File: config.mk
export PLATFORM = sky130hd
export DESIGN_NAME = sme_param
export DESIGN_NICKNAME = d
export VERILOG_FILES = /design/src/rtl/sme_param.sv
export SDC_FILE = /design/constraint.sdc
export NUM_CORES = 1
export LEC_CHECK = 0
export CORE_MARGIN = 3
export CORE_UTILIZATION = 40
export CTS_BUF_LIST = sky130_fd_sc_hd__clkbuf_8
export CTS_CLUSTER_DIAMETER = 80
export DETAILED_ROUTE_END_ITERATION = 8
export PLACE_DENSITY = 0.57
export REMOVE_ABC_BUFFERS = 1
export SLEW_MARGIN = 20
export SYNTH_ARGS = -nofsm -noshare
export SYNTH_HDL_FRONTEND = slang
export SYNTH_SLANG_ARGS = --single-unit
File: constraint.sdc
create_clock -name clk -period 6.3 [get_ports clk]
set_input_delay 0.945 -clock clk [delete_from_list [all_inputs] [get_ports clk]]
set_output_delay 0.945 -clock clk [all_outputs]
set_load 0.005 [all_outputs]
File: src/rtl/sme_param.sv
// Parametrised string matcher: loads a string and patterns over a byte bus, then
// searches with ^ $ . * and optional case folding, reporting the leftmost match start.
module sme_param #(
    parameter int STR_MAX = 32,
    parameter int PAT_MAX = 8,
    parameter int IDXW    = $clog2(STR_MAX)
) (
    input  logic            clk,
    input  logic            reset,
    input  logic [7:0]      chardata,
    input  logic            isstring,
    input  logic            ispattern,
    input  logic            nocase,
    output logic            valid,
    output logic            match,
    output logic [IDXW-1:0] match_index
);
    localparam int CW  = IDXW + 1;
    localparam int PW  = $clog2(PAT_MAX + 1);
    localparam int PIW = (PAT_MAX > 1) ? $clog2(PAT_MAX) : 1;

    typedef enum logic [2:0] {IDLE, LOAD_STR, LOAD_PAT, SEARCH, DONE} state_t;

    state_t             state_q, state_d;
    logic [7:0]         str_q [STR_MAX];
    logic [7:0]         str_d [STR_MAX];
    logic [7:0]         pat_q [PAT_MAX];
    logic [7:0]         pat_d [PAT_MAX];
    logic [CW-1:0]      slen_q, slen_d, s_q, s_d, p_q, p_d;
    logic [PW-1:0]      plen_q, plen_d;
    logic               nocase_q, nocase_d, init_q, init_d;
    logic [PAT_MAX:0]   nfa_q, nfa_d;
    logic               valid_q, valid_d, match_q, match_d;
    logic [IDXW-1:0]    idx_q, idx_d;

    logic               anc_s_s, anc_e_s, accept_s, prev_ok_s, fin_s, found_s;
    logic [PW-1:0]      b0_s, b1_s;
    logic [PAT_MAX-1:0] body_s, star_s, hit_s;
    logic [PAT_MAX:0]   start_s, step_s, next_nfa_s;
    logic [7:0]         cur_s;
    logic [CW-1:0]      sm1_s;

    function automatic logic [7:0] fold(input logic [7:0] c);
        return (c >= 8'h41 && c <= 8'h5A) ? (c | 8'h20) : c;
    endfunction

    function automatic logic char_eq(input logic [7:0] a, input logic [7:0] b, input logic nc);
        return nc ? (fold(a) == fold(b)) : (a == b);
    endfunction

    // A star position also lets the NFA advance past it without consuming a byte.
    function automatic logic [PAT_MAX:0] closure(input logic [PAT_MAX:0] v,
                                                 input logic [PAT_MAX-1:0] star);
        logic [PAT_MAX:0] r;
        r = v;
        for (int j = 0; j < PAT_MAX; j++) begin
            r[j+1] = r[j+1] | (r[j] & star[j]);
        end
        return r;
    endfunction

    // Pattern anchors, per-position hits and the NFA step for the current byte.
    always_comb begin
        anc_s_s = (pat_q[0] == 8'h5E);
        anc_e_s = 1'b0;
        for (int j = 0; j < PAT_MAX; j++) begin
            anc_e_s = anc_e_s | ((PW'(j + 1) == plen_q) && (pat_q[j] == 8'h24));
        end
        b0_s   = anc_s_s ? PW'(1) : PW'(0);
        b1_s   = plen_q - (anc_e_s ? PW'(1) : PW'(0));
        cur_s  = str_q[p_q[IDXW-1:0]];
        sm1_s  = s_q - CW'(1);
        step_s = {(PAT_MAX+1){1'b0}};
        for (int j = 0; j < PAT_MAX; j++) begin
            body_s[j]   = (PW'(j) >= b0_s) && (PW'(j) < b1_s);
            star_s[j]   = body_s[j] && (pat_q[j] == 8'h2A);
            hit_s[j]    = body_s[j] && !star_s[j] &&
                          ((pat_q[j] == 8'h2E) || char_eq(pat_q[j], cur_s, nocase_q));
            step_s[j+1] = step_s[j+1] | (nfa_q[j] & hit_s[j]);
            step_s[j]   = step_s[j] | (nfa_q[j] & star_s[j]);
        end
        start_s    = closure({{PAT_MAX{1'b0}}, 1'b1} << b0_s, star_s);
        next_nfa_s = closure(step_s, star_s);
        accept_s   = nfa_q[b1_s] && (!anc_e_s || (p_q == slen_q) || (cur_s == 8'h20));
        prev_ok_s  = (s_q == {CW{1'b0}}) || (str_q[sm1_s[IDXW-1:0]] == 8'h20);
    end

    // Search termination: every start tried, or the current start accepted.
    always_comb begin
        fin_s   = 1'b0;
        found_s = 1'b0;
        if (init_q) begin
            fin_s = (s_q > slen_q);
        end else begin
            fin_s   = accept_s;
            found_s = accept_s;
        end
    end

    // Next-state logic.
    always_comb begin
        state_d = state_q;
        case (state_q)
            IDLE, DONE: state_d = isstring ? LOAD_STR : (ispattern ? LOAD_PAT : IDLE);
            LOAD_STR:   state_d = isstring ? LOAD_STR : (ispattern ? LOAD_PAT : IDLE);
            LOAD_PAT:   state_d = ispattern ? LOAD_PAT : SEARCH;
            SEARCH:     state_d = fin_s ? DONE : SEARCH;
            default:    state_d = IDLE;
        endcase
    end

    // Storage loading, the per-start search walk and the result registers.
    always_comb begin
        str_d    = str_q;
        pat_d    = pat_q;
        slen_d   = slen_q;
        plen_d   = plen_q;
        nocase_d = nocase_q;
        s_d      = s_q;
        p_d      = p_q;
        init_d   = init_q;
        nfa_d    = nfa_q;
        valid_d  = 1'b0;
        match_d  = match_q;
        idx_d    = idx_q;
        case (state_q)
            IDLE, DONE, LOAD_STR: begin
                if (isstring) begin
                    if (state_q != LOAD_STR) begin
                        str_d[0] = chardata;
                        slen_d   = CW'(1);
                    end else if (slen_q < CW'(STR_MAX)) begin
                        str_d[slen_q[IDXW-1:0]] = chardata;
                        slen_d = slen_q + CW'(1);
                    end else begin
                        slen_d = slen_q;
                    end
                end else if (ispattern) begin
                    pat_d[0] = chardata;
                    plen_d   = PW'(1);
                    nocase_d = nocase;
                end else begin
                    plen_d = plen_q;
                end
            end
            LOAD_PAT: begin
                if (ispattern) begin
                    if (plen_q < PW'(PAT_MAX)) begin
                        pat_d[plen_q[PIW-1:0]] = chardata;
                        plen_d = plen_q + PW'(1);
                    end else begin
                        plen_d = plen_q;
                    end
                end else begin
                    s_d    = {CW{1'b0}};
                    init_d = 1'b1;
                end
            end
            SEARCH: begin
                if (fin_s) begin
                    valid_d = 1'b1;
                    match_d = found_s;
                    idx_d   = found_s ? s_q[IDXW-1:0] : {IDXW{1'b0}};
                end else if (init_q) begin
                    if (anc_s_s && !prev_ok_s) begin
                        s_d = s_q + CW'(1);
                    end else begin
                        nfa_d  = start_s;
                        p_d    = s_q;
                        init_d = 1'b0;
                    end
                end else if ((p_q == slen_q) || (nfa_q == {(PAT_MAX+1){1'b0}})) begin
                    s_d    = s_q + CW'(1);
                    init_d = 1'b1;
                end else begin
                    nfa_d = next_nfa_s;
                    p_d   = p_q + CW'(1);
                end
            end
            default: begin
                init_d = 1'b0;
            end
        endcase
    end

    // State and datapath registers.
    always_ff @(posedge clk or negedge reset) begin
        if (!reset) begin
            state_q  <= IDLE;
            for (int i = 0; i < STR_MAX; i++) str_q[i] <= 8'h00;
            for (int i = 0; i < PAT_MAX; i++) pat_q[i] <= 8'h00;
            slen_q   <= {CW{1'b0}};
            plen_q   <= {PW{1'b0}};
            nocase_q <= 1'b0;
            s_q      <= {CW{1'b0}};
            p_q      <= {CW{1'b0}};
            init_q   <= 1'b0;
            nfa_q    <= {(PAT_MAX+1){1'b0}};
            valid_q  <= 1'b0;
            match_q  <= 1'b0;
            idx_q    <= {IDXW{1'b0}};
        end else begin
            state_q  <= state_d;
            str_q    <= str_d;
            pat_q    <= pat_d;
            slen_q   <= slen_d;
            plen_q   <= plen_d;
            nocase_q <= nocase_d;
            s_q      <= s_d;
            p_q      <= p_d;
            init_q   <= init_d;
            nfa_q    <= nfa_d;
            valid_q  <= valid_d;
            match_q  <= match_d;
            idx_q    <= idx_d;
        end
    end

    assign valid       = valid_q;
    assign match       = match_q;
    assign match_index = idx_q;
endmodule

==> key figures, run 1 <==
Synthesis
  • Flops & latches, synth: 363
  • Mux share of post-synthesis cell area: 0.251
  • Synth Area in Simple Gates: 0.127
  • Synth unique cells: 87
  • Synth Area in Adders: 0.0125
  • Post-synth EDFFs: 0
  • Sequential share of the synthesized area: 0.455
  • Mapped cell area: 20000 sq um
  • Ys async rst share: 1.00
  • Warnings, synthesis: 0
  • Avg Cell Area, Syn: 11.7 sq um
  • Compound-cell area share of the yosys netlist: 0.0887
  • Synth Area in XOR/XNOR: 0.0316
  • Main combinational cell family by area after synthesis: multiplexers
  • Synth Instances: 1707
  • Ys flop type: dfrtp_1

Floorplan
  • Core Region: 49200 sq um
  • Die height: 229 um
  • Initial Util: 0.406
  • Row count: 81
  • IO Pins: 20
  • Die width: 229 um
  • Die footprint: 52600 sq um

Routing
  • Initial DRC count: 1194
  • Routed Wire Length: 59.2 mm
  • Vias per cell: 6.00
  • Residual DRC: 0
  • Drt wl/cell: 24.4 um
  • Via count: 14600
  • Detail Route Antenna Nets: 0
  • DRT Pass-1 Iters: 5

Worst setup path
  • CP startpoint: plen_q[1]
  • Critical path class: flop to flop
  • Crit-path cells: inv_1 > ha_1 > nor4bb_1 > nand3_1 > and4b_1 > o311ai_0 > ha_1 > ha_1 > and2_1 > a21oi_1 > o32ai_1 > nand2_1 > and4_1 > a32o_1 > a2111oi_0 > a32oi_1 > o21ai_2 > a21oi_1 > a211o_1 > o21a_1
  • CP delay by family, top: compound AO/OA/AOI/OAI gates
  • Worst stage delay on the critical path: 0.62 ns
  • Reg-to-reg startpoint: plen_q[1]
  • CP Capture Type: flop
  • R2R depth: 20
  • CP Data Arrival Time: 6.06 ns
  • CP required: 6.83 ns
  • Slowest cell on the critical path: o311ai_0
  • WP buf/inv: 1
  • RR Endpoint: nfa_q[4]
  • R2r setup slk: 0.77 ns
  • Worst setup SP type: flop
  • Critical Path Sink: nfa_q[4]
  • Levels on crit path: 20
  • Most frequent CP cell: ha_1
  • Crit-path max FO: 10

Global route
  • Global-route wire length before repair: 91.8 mm
  • Largest net degree at the start of global routing: 104
  • Initial antenna violation count: 0
  • Global Route Usage Sum: 0.225
  • Total grt overflow: 0
  • Vias in the first global route: 14900

STA
  • Final setup vio count: 0
  • Worst setup margin: 0.767 ns
  • Least-Margin Pin Slew: 1.14 ns
  • RSZ-0062 raised after global routing: false
  • Final Critical Period: 5.53 ns
  • Relative slew slack: 0.243
  • Slew Viols, Final: 0
  • Final Hold Fails: 0
  • Skew final: 0.0309 ns
  • Setup TNS: 0 ns
  • Final Cycle Share: 0.878
  • Maximum clock frequency: 181 MHz

Finish
  • Share of post-route cells with drive strength above 1: 0.293
  • Area growth from synthesis to layout: 10.3%
  • Diodes inserted: 0
  • Final layout net count: 1749

Placed design
  • DP HPWL: 40.4 mm
  • Routability Congestion: 0.931
  • # port buffers: 19
  • Pre-CTS setup slack: 0.966 ns

CTS
  • Hold_buf cts: 0
  • Root Driver: clkbuf_8
  • H-tree depth: 3
  • CTS sink count: 363
  • CTS tree: yes
  • Clk buf depth: 3
  • Post-CTS Setup Bufs: 0
  • CTS resizes: 0
  • Worst-Skew Late Latency: 0.64 ns
  • Clock buffer count from CTS: 67
  • Clock slew at reported path FFs: 0.06 ns

Power
  • Leakage: 9.96 nW
  • Peak VDD IR: 0.000222 V
  • Power Density: 417 nW/um^2

Run
  • Max_cap viols: 0

Outcome
  • Status: finished clean

Worst hold path
  • HP Class: primary input to asynchronous set/reset pin
## per-layer routing
layer  global-route usage  wire (um)
met1                0.314      27000
met2                0.355      27600
met3               0.0372       2750
met4               0.0818       1870
met5                    0          0
## cell usage in the layout (no fill, tap or decap), types with 17 or more instances in the layout
master,netlist,layout
dfrtp_1,363,361
mux2_2,311,311
nand2_1,122,122
clkbuf_8,0,87
nor2_1,61,61
inv_1,32,53
xnor2_1,52,52
nor3_1,49,49
mux2i_1,48,48
mux4_2,46,46
a21oi_1,41,41
nor4_1,40,40
o21ai_0,39,39
nand3_1,36,36
nor4b_1,28,28
buf_4,12,25
xor2_1,20,20
ha_1,20,20
nand4_1,18,18
a22oi_1,17,17
## kinds of logic (layout without fill, tap and decap cells)
family          Yosys count  count (layout)
xor+xnor                 72              72
fa+ha+maj                20              20
flops                   363             363
compound gates          245             245
simple gates            463             463
buf+inv                 139             195
mux                     405             405
## flip-flops by register name, summed over array words and instances, names as in the netlist
name         count
str_q          256
pat_q           64
nfa_q            9
p_q              6
s_q              6
slen_q           6
match_index      5
plen_q           4
state_q          3
init_q           1
match            1
nocase_q         1
valid            1
## cell type report
cell class | count | area [sq um]
Fill cell | 4541 | 27100
Multi-Input combinational cell | 1205 | 10200
Sequential cell | 363 | 9090
Clock buffer | 87 | 1200
Tap cell | 664 | 831
Timing Repair Buffer | 46 | 398
Clock inverter | 29 | 158
Inverter | 33 | 124
## how the worst min path moves through the flow
stage / cells after the start / to / startpoint
floorplan: 1 / match / match
global placement: 1 / match / match
detailed placement: 1 / match / match
CTS: 1 / nfa_q[4] / reset
global route: 1 / pat_q[63] / reset
finish: 1 / pat_q[58] / reset
## cells in the mapped netlist, drive strengths merged, types with 8 or more instances
library cell	n	share of area
a211oi	18	0.0075
a21oi	43	0.011
a22o	14	0.0061
a22oi	17	0.0064
a31oi	12	0.0038
and2	13	0.0041
buf	31	0.013
clkbuf	75	0.014
dfrtp	363	0.46
ha	20	0.013
inv	32	0.0060
mux2	311	0.18
mux2i	48	0.024
mux4	46	0.052
nand2	123	0.023
nand2b	11	0.0034
nand3	36	0.0090
nand4	18	0.0056
nor2	62	0.012
nor2b	15	0.0047
nor3	49	0.012
nor3b	8	0.0030
nor4	40	0.013
nor4b	30	0.014
o211ai	8	0.0030
o21ai	44	0.011
o221ai	9	0.0039
o22ai	10	0.0031
o31ai	9	0.0041
xnor2	52	0.023
xor2	20	0.0088
## report_power, final
| part | leakage, nW | switching (W) | internal, W |
|---|---|---|---|
| clock | 0.777 | 0.00102 | 0.00128 |
| sequential | 4.91 | 0.000732 | 0.00288 |
| combinational | 4.28 | 0.00182 | 0.00147 |
## through the flow
step	power (W)	util	cell area (sq um)	cells	hold slack, ns
final	0.00918	0.448	22000	2427	0.320
after global routing	0.00971	0.448	22000	2427	0.382
after CTS	0.00920	0.447	22000	2426	0.353
after detailed placement	0.00687	0.420	20600	2310	0.478
after global placement	0.00682	0.420	20600	2310	0.478
after floorplan	0.00567	-	19400	1601	0.474
No activity file was read; power rests on OpenSTA's default activity.
==> inputs of run 2 (changes only) <==
Settings changed: ABC_AREA set to 1.
==> key figures, run 2 <==
Outcome
  • Status: finished clean

Synthesis
  • Post-synth EDFFs: 0 (unchanged)
  • Synth top cells by count: nand2_1, o21ai_0, dfrtp_1, inv_1, nor2_1
  • Mapped cell area: 20000 sq um (about the same)
  • Warnings, synthesis: 0 (unchanged)
  • Ys async rst share: 1.00 (unchanged)
  • Synth area leaders: dfrtp_1, nand2_1, o21ai_0
  • Top-count cell post-synth: nand2_1
  • Flops & latches, synth: 363 (unchanged)
  • Synth Instances: 2657 (+56%)
  • Ys flop type: dfrtp_1
  • Share of the synthesized area in the top cell type: 0.455 (about the same)
  • Synth unique cells: 46 (-47%)
  • Sequential share of the synthesized area: 0.455 (about the same)
  • Avg Cell Area, Syn: 7.51 sq um (-36%)
  • Post-synth top area cell: dfrtp_1

Power
  • Sw Pwr: 0.00515 W (+44%)
  • Power Density: 491 nW/um^2 (+18%)
  • Clock share of power: 0.202 (-0.048)
  • Comb power frac: 0.477 (+0.119)
  • Switching part of the total: 0.481 (+0.0923)
  • Leakage: 9.79 nW (-1.7%)
  • Peak VDD IR: 0.000250 V (+13%)
  • Internal power: 0.00557 W (-0.92%)
  • Sequential Power Share: 0.322 (-0.071)

Routing
  • Via count: 18500 (+27%)
  • Vias per cell: 5.56 (-7.4%)
  • Initial DRC count: 1918 (+61%)
  • Residual DRC: 0 (unchanged)
  • DRT Pass-1 Iters: 8 (+3)
  • Drt wl/cell: 20.1 um (-18%)
  • Routed Wire Length: 67.0 mm (+13%)
  • Detail Route Antenna Nets: 0 (unchanged)

Finish
  • Diodes inserted: 0 (unchanged)
  • Max FFs per register: 256 (unchanged)
  • Fill cell count: 5059 (+11%)
  • Final layout net count: 2662 (+52%)
  • Area of the multi-input gates: 9240 sq um (-9.6%)
  • FF/Latch Area: 9090 sq um (unchanged)
  • Commonest cells after routing, fill and taps aside: nand2_1, o21ai_0, dfrtp_1
  • Final instance area: 21800 sq um (-0.91%)
  • Finished Core Util: 0.444 (-0.00407)
  • Area growth from synthesis to layout: 9.31%
  • Largest Register: str_q
  • Largest regs: str_q: 256 flops, pat_q: 64 flops, nfa_q: 9 flops
  • Most common cell after layout, fill and taps aside: nand2_1
  • Share of post-route cells with drive strength above 1: 0.0550 (-0.238)

CTS
  • Post-CTS Setup Bufs: 0 (unchanged)
  • Clk buf depth: 3 (unchanged)
  • CTS resizes: 0 (unchanged)
  • Hold_buf cts: 0 (unchanged)
  • Root Driver: clkbuf_8
  • Clock buffer count from CTS: 66 (-1.5%)
  • CTS tree: yes
  • Clock slew at reported path FFs: 0.06 ns (about the same)
  • H-tree depth: 3 (unchanged)
  • Worst-Skew Late Latency: 0.65 ns (about the same)
  • CTS sink count: 363 (unchanged)

Placed design
  • # port buffers: 19 (unchanged)
  • Routability Congestion: 0.952 (+2.2%)
  • Cell area after placement: 20600 sq um (-0.30%)
  • DP HPWL: 43.9 mm (+8.6%)

Worst hold path
  • HP Class: primary input to asynchronous set/reset pin

STA
  • Maximum clock frequency: 205 MHz (+13%)
  • RSZ-0062 raised after global routing: false
  • Final Cycle Share: 0.774 (-0.104)
  • Least-Margin Pin Slew: 1.29 ns (+0.154 ns)
  • Final setup vio count: 0 (unchanged)
  • Relative slew slack: 0.137 (-0.106)
  • Final Critical Period: 4.88 ns (-0.657 ns)
  • Setup TNS: 0 ns (unchanged)
  • Slew Viols, Final: 0 (unchanged)
  • Skew final: 0.0327 ns (+0.00185 ns)
  • Final Hold Fails: 0 (unchanged)

Global route
  • Global-route wire length before repair: 104 mm (+14%)
  • Largest net degree at the start of global routing: 167 (+61%)
  • Vias in the first global route: 17700 (+19%)
  • Global Route Usage Sum: 0.254 (+0.0291)
  • Initial antenna violation count: 1 (+1)
  • Total grt overflow: 0 (unchanged)

Worst setup path
  • CP Data Arrival Time: 5.41 ns (-0.65 ns)
  • CP Capture Type: flop
  • Critical path class: flop to flop
  • Crit-path max FO: 24 (+14)
  • Worst setup SP type: flop
  • CP required: 6.83 ns (about the same)

Floorplan
  • Die height: 229 um (about the same)
  • Die width: 229 um (about the same)
  • Row count: 81 (unchanged)
  • Core Region: 49200 sq um (unchanged)
  • IO Pins: 20 (unchanged)
  • Initial Util: 0.406 (about the same)
  • Die footprint: 52600 sq um (about the same)

Run
  • Max_cap viols: 0 (unchanged)
-- run 2: cell types whose count changed after synthesis, moves of 44 or more --
cell     delta
nor2_1    +117
mux2i_1    -48
xnor2_1    -44
mux2_2    -311
o21ai_0   +378
mux4_2     -46
nand2_1   +589
inv_1     +205
nand3_1   +133
-- run 2: final timing paths --
check                              to  slack (ns)  cells after the start   start
min in group clk                match        0.47                      2   match
setup / recovery             nfa_q[8]        1.42                     15  s_q[0]
max in group asynchronous  str_q[197]        4.56                      2   reset
hold / removal             str_q[179]        0.37                      1   reset
setup reg to reg             nfa_q[8]        1.42                     15  s_q[0]
hold reg to reg                 match        0.47                      2   match
-- run 2: final cells by class --
type | instances | share of cell area
multi-input cells | 1898 | 0.423
well taps | 664 | 0.0381
flip-flops and latches | 363 | 0.417
clock buffers | 79 | 0.0499
repair buffers | 51 | 0.0221
inverters | 249 | 0.0429
clock inverters | 32 | 0.00683
-- run 2: power groups by stage --
stage / Clock (W) / Sequential (W) / Combinational (W)
finish: 0.00216 / 0.00345 / 0.00511
global route: 0.00234 / 0.00351 / 0.00565
CTS: 0.00222 / 0.00343 / 0.00501
detailed placement: 0 / 0.00346 / 0.00499
global placement: 0 / 0.00346 / 0.00494
floorplan: 0 / 0.00343 / 0.00313
-- run 2: critical path, cell delays in order, from the launching register on --
cell and delay [ns]:
dfrtp_1 0.38, inv_2 0.50, ha_1 0.37, inv_1 0.09
buf_4 0.29, nand4_1 0.19, o311ai_0 0.92, nand4_1 0.22
a211o_1 0.35, nand4_1 0.18, nand4_1 0.14, buf_4 0.20
inv_1 0.52, a21oi_1 0.13, a21oi_1 0.15, a21oi_1 0.09
-- run 2: per-layer routing --
metal | routed length [um] | share of wire | up-vias | GRT usage
li1 | - | - | 8784 | -
met1 | 29900 | 0.45 | 8865 | 0.352
met2 | 29200 | 0.44 | 745 | 0.385
met3 | 5740 | 0.086 | 153 | 0.0693
met4 | 2100 | 0.031 | 2 | 0.0865
met5 | 10 | 0.00015 | - | 0
-- run 2: cells by family (layout without fill, tap and decap cells) --
kind of cell / count (synthesis) / count (layout) / share of synthesized area
AOI/OAI and AO/OA: 628 / 628 / 0.175
buffers and inverters: 396 / 411 / 0.0824
DFF: 363 / 363 / 0.455
adders and majority gates: 20 / 20 / 0.0125
and+or+nand+nor: 1197 / 1197 / 0.251
xor gates and xnor gates: 53 / 53 / 0.0233
-- run 2: per-stage QoR --
step / power (W) / worst slack [ns] / hold slack [ns] / cells
6_report: 0.0107 / 1.42 / 0.371 / 3336
3_5_place_dp: 0.00845 / 1.66 / 0.458 / 3225
3_3_place_gp: 0.00839 / 1.07 / 0.457 / 3224
5_1_grt: 0.0115 / 1.13 / 0.425 / 3336
4_1_cts: 0.0106 / 1.68 / 0.421 / 3336
2_1_floorplan: 0.00656 / -0.459 / 0.453 / 2510
==> inputs of run 3 (changes only) <==
Clock period 6.3 ns to 4.5 ns, I/O delays scaled along.
==> key figures, run 3 (same netlist as run 2, synthesis figures left out) <==
Worst setup path
  • Worst setup SP type: flop
  • Worst stage delay on the critical path: 0.46 ns (-0.46 ns)
  • Levels on crit path: 22 (+7)
  • WP buf/inv: 4 (-1)
  • Crit-path cells: inv_1 > ha_1 > inv_1 > o41ai_2 > o21ai_0 > nand2_1 > ha_1 > ha_1 > inv_1 > o21ai_0 > a21oi_1 > o311ai_0 > o2111ai_1 > inv_1 > a21oi_2 > nor2_1 > nor2_1 > nand3_1 > nor3_2 > nand2_1 > nor2_1 > nor3_1
  • Reg-to-reg startpoint: plen_q[1]
  • R2r setup slk: 0.36 ns (-1.07 ns)
  • CP Data Arrival Time: 4.65 ns (-0.76 ns)
  • R2R depth: 22 (+7)
  • CP required: 5.00 ns (-1.83 ns)
  • CP Capture Type: flop
  • Slowest cell on the critical path: dfrtp_2
  • Most frequent CP cell: inv_1
  • Critical path class: flop to flop
  • CP startpoint: plen_q[1]
  • Critical Path Sink: s_q[4]
  • RR Endpoint: s_q[4]
  • CP delay by family, top: compound AO/OA/AOI/OAI gates
  • Crit-path max FO: 8 (-67%)

Outcome
  • Status: finished clean

Floorplan
  • Die height: 229 um (unchanged)
  • Die footprint: 52600 sq um (unchanged)
  • Die width: 229 um (unchanged)
  • Initial Util: 0.406 (unchanged)
  • IO Pins: 20 (unchanged)
  • Row count: 81 (unchanged)
  • Core Region: 49200 sq um (unchanged)

Global route
  • Total grt overflow: 0 (unchanged)
  • Largest net degree at the start of global routing: 124 (-26%)
  • Vias in the first global route: 17700 (+0.011%)
  • Global-route wire length before repair: 107 mm (+2.5%)
  • Routing usage on met2: 0.382 (-0.00245)
  • GRT met3 Usage: 0.0502 (-0.0190)
  • Initial antenna violation count: 1 (unchanged)
  • Global Route Usage Sum: 0.260 (+0.00612)
  • Most Crowded Layer GR: met1
  • Met1 usage: 0.383 (+0.0306)

STA
  • Hold_ws: 0.0199 ns (-0.352 ns)
  • Maximum clock frequency: 241 MHz (+18%)
  • Slew Viols, Final: 0 (unchanged)
  • Final Cycle Share: 0.921 (+0.147)
  • Final Critical Period: 4.14 ns (-0.732 ns)
  • Final setup vio count: 0 (unchanged)
  • Least-Margin Pin Slew: 1.05 ns (-0.245 ns)
  • Relative slew slack: 0.299 (+0.162)
  • Worst setup margin: 0.355 ns (-1.07 ns)
  • Final Hold Fails: 0 (unchanged)
  • Skew final: 0.0414 ns (+0.00868 ns)
  • RSZ-0062 raised after global routing: false

CTS
  • Worst-Skew Late Latency: 0.66 ns (about the same)
  • Root Driver: clkbuf_8
  • Clock buffer count from CTS: 69 (+4.5%)
  • H-tree depth: 3 (unchanged)
  • CTS tree: yes
  • Hold_buf cts: 0 (unchanged)
  • CTS resizes: 0 (unchanged)
  • CTS sink count: 363 (unchanged)
  • Clock slew at reported path FFs: 0.06 ns (about the same)
  • Clk buf depth: 3 (unchanged)
  • Post-CTS Setup Bufs: 0 (unchanged)

Power
  • Leakage: 10.1 nW (+3.2%)
  • Peak VDD IR: 0.000296 V (+18%)
  • Power Density: 689 nW/um^2 (+40%)

Routing
  • DRT Pass-1 Iters: 5 (-3)
  • Vias per cell: 5.58 (+0.31%)
  • Routed Wire Length: 68.8 mm (+2.7%)
  • Initial DRC count: 1986 (+3.5%)
  • Residual DRC: 0 (unchanged)
  • Drt wl/cell: 20.3 um (+1.0%)
  • Via count: 18900 (+2.0%)
  • Detail Route Antenna Nets: 0 (unchanged)

Finish
  • Max FFs per register: 256 (unchanged)
  • Area growth from synthesis to layout: 12.2%
  • Largest regs: str_q: 256 flops, pat_q: 64 flops, nfa_q: 9 flops
  • Commonest cells after routing, fill and taps aside: nand2_1, o21ai_0, dfrtp_1
  • Fill cell count: 5008 (-1.0%)
  • Most common cell after layout, fill and taps aside: nand2_1
  • Largest Register: str_q
  • Share of post-route cells with drive strength above 1: 0.0766 (+0.0216)
  • Finished Core Util: 0.455 (+0.0116)
  • Fin cells: 3393 (+1.7%)
  • Final layout net count: 2717 (+2.1%)

Placed design
  • # placed instances: 3277 (+1.6%)
  • DP HPWL: 46.8 mm (+6.8%)
  • Pre-CTS setup slack: 0.0937 ns (-1.57 ns)
  • Routability Congestion: 0.958 (+0.66%)
  • # port buffers: 19 (unchanged)

Worst hold path
  • HP Class: primary input to asynchronous set/reset pin

Run
  • Max_cap viols: 0 (unchanged)
-- run 3: changes by cell type in the layout (fill, tap and decap cells not counted), sizes merged --
cell / before / now
bufinv: 0 / 1
clkbuf: 79 / 84
clkinv: 16 / 14
buf: 33 / 85
diode: 0 / 1
-- run 3: layout make-up --
cell class | count | area (sq um) | share of cell area
multi-input cells | 1898 | 9260 | 0.414
flip-flops and latches | 363 | 9090 | 0.406
repair buffers | 103 | 938 | 0.0419
clock inverters | 31 | 169 | 0.00755
inverters | 249 | 935 | 0.0418
clock buffers | 84 | 1160 | 0.0517
diodes | 1 | 2.50 | 0.000112
well taps | 664 | 831 | 0.0371
-- run 3: metal layers --
layer	vias up	routed length (um)	part of all wire
li1	8906	-	-
met1	9083	31900	0.46
met2	781	29400	0.43
met3	155	5140	0.075
met4	0	2330	0.034
met5	-	0	0
-- run 3: worst min path at each step --
stage / to / depth (start not counted) / slack [ns] / startpoint
2_1_floorplan: init_q / 0 / 0.38 / reset
3_3_place_gp: match / 2 / 0.46 / match
3_5_place_dp: match / 2 / 0.47 / match
4_1_cts: str_q[141] / 1 / 0.03 / reset
5_1_grt: str_q[141] / 1 / 0.04 / reset
6_report: str_q[141] / 1 / 0.02 / reset
-- run 3: power breakdown --
group,total (W),internal [W],switching [W]
registers,0.00486,0.00400,0.000863
clock network,0.00317,0.00174,0.00144
logic,0.00739,0.00243,0.00496
-- run 3: metrics by stage --
| step | total power (W) | cell area (sq um) | setup TNS, ns |
|---|---|---|---|
| after CTS | 0.0153 | 22300 | 0 |
| final | 0.0154 | 22400 | 0 |
| after global routing | 0.0165 | 22400 | 0 |
| after detailed placement | 0.0121 | 21000 | 0 |
| after floorplan | 0.00918 | 19200 | -61.87 |
| after global placement | 0.0120 | 21000 | 0 |
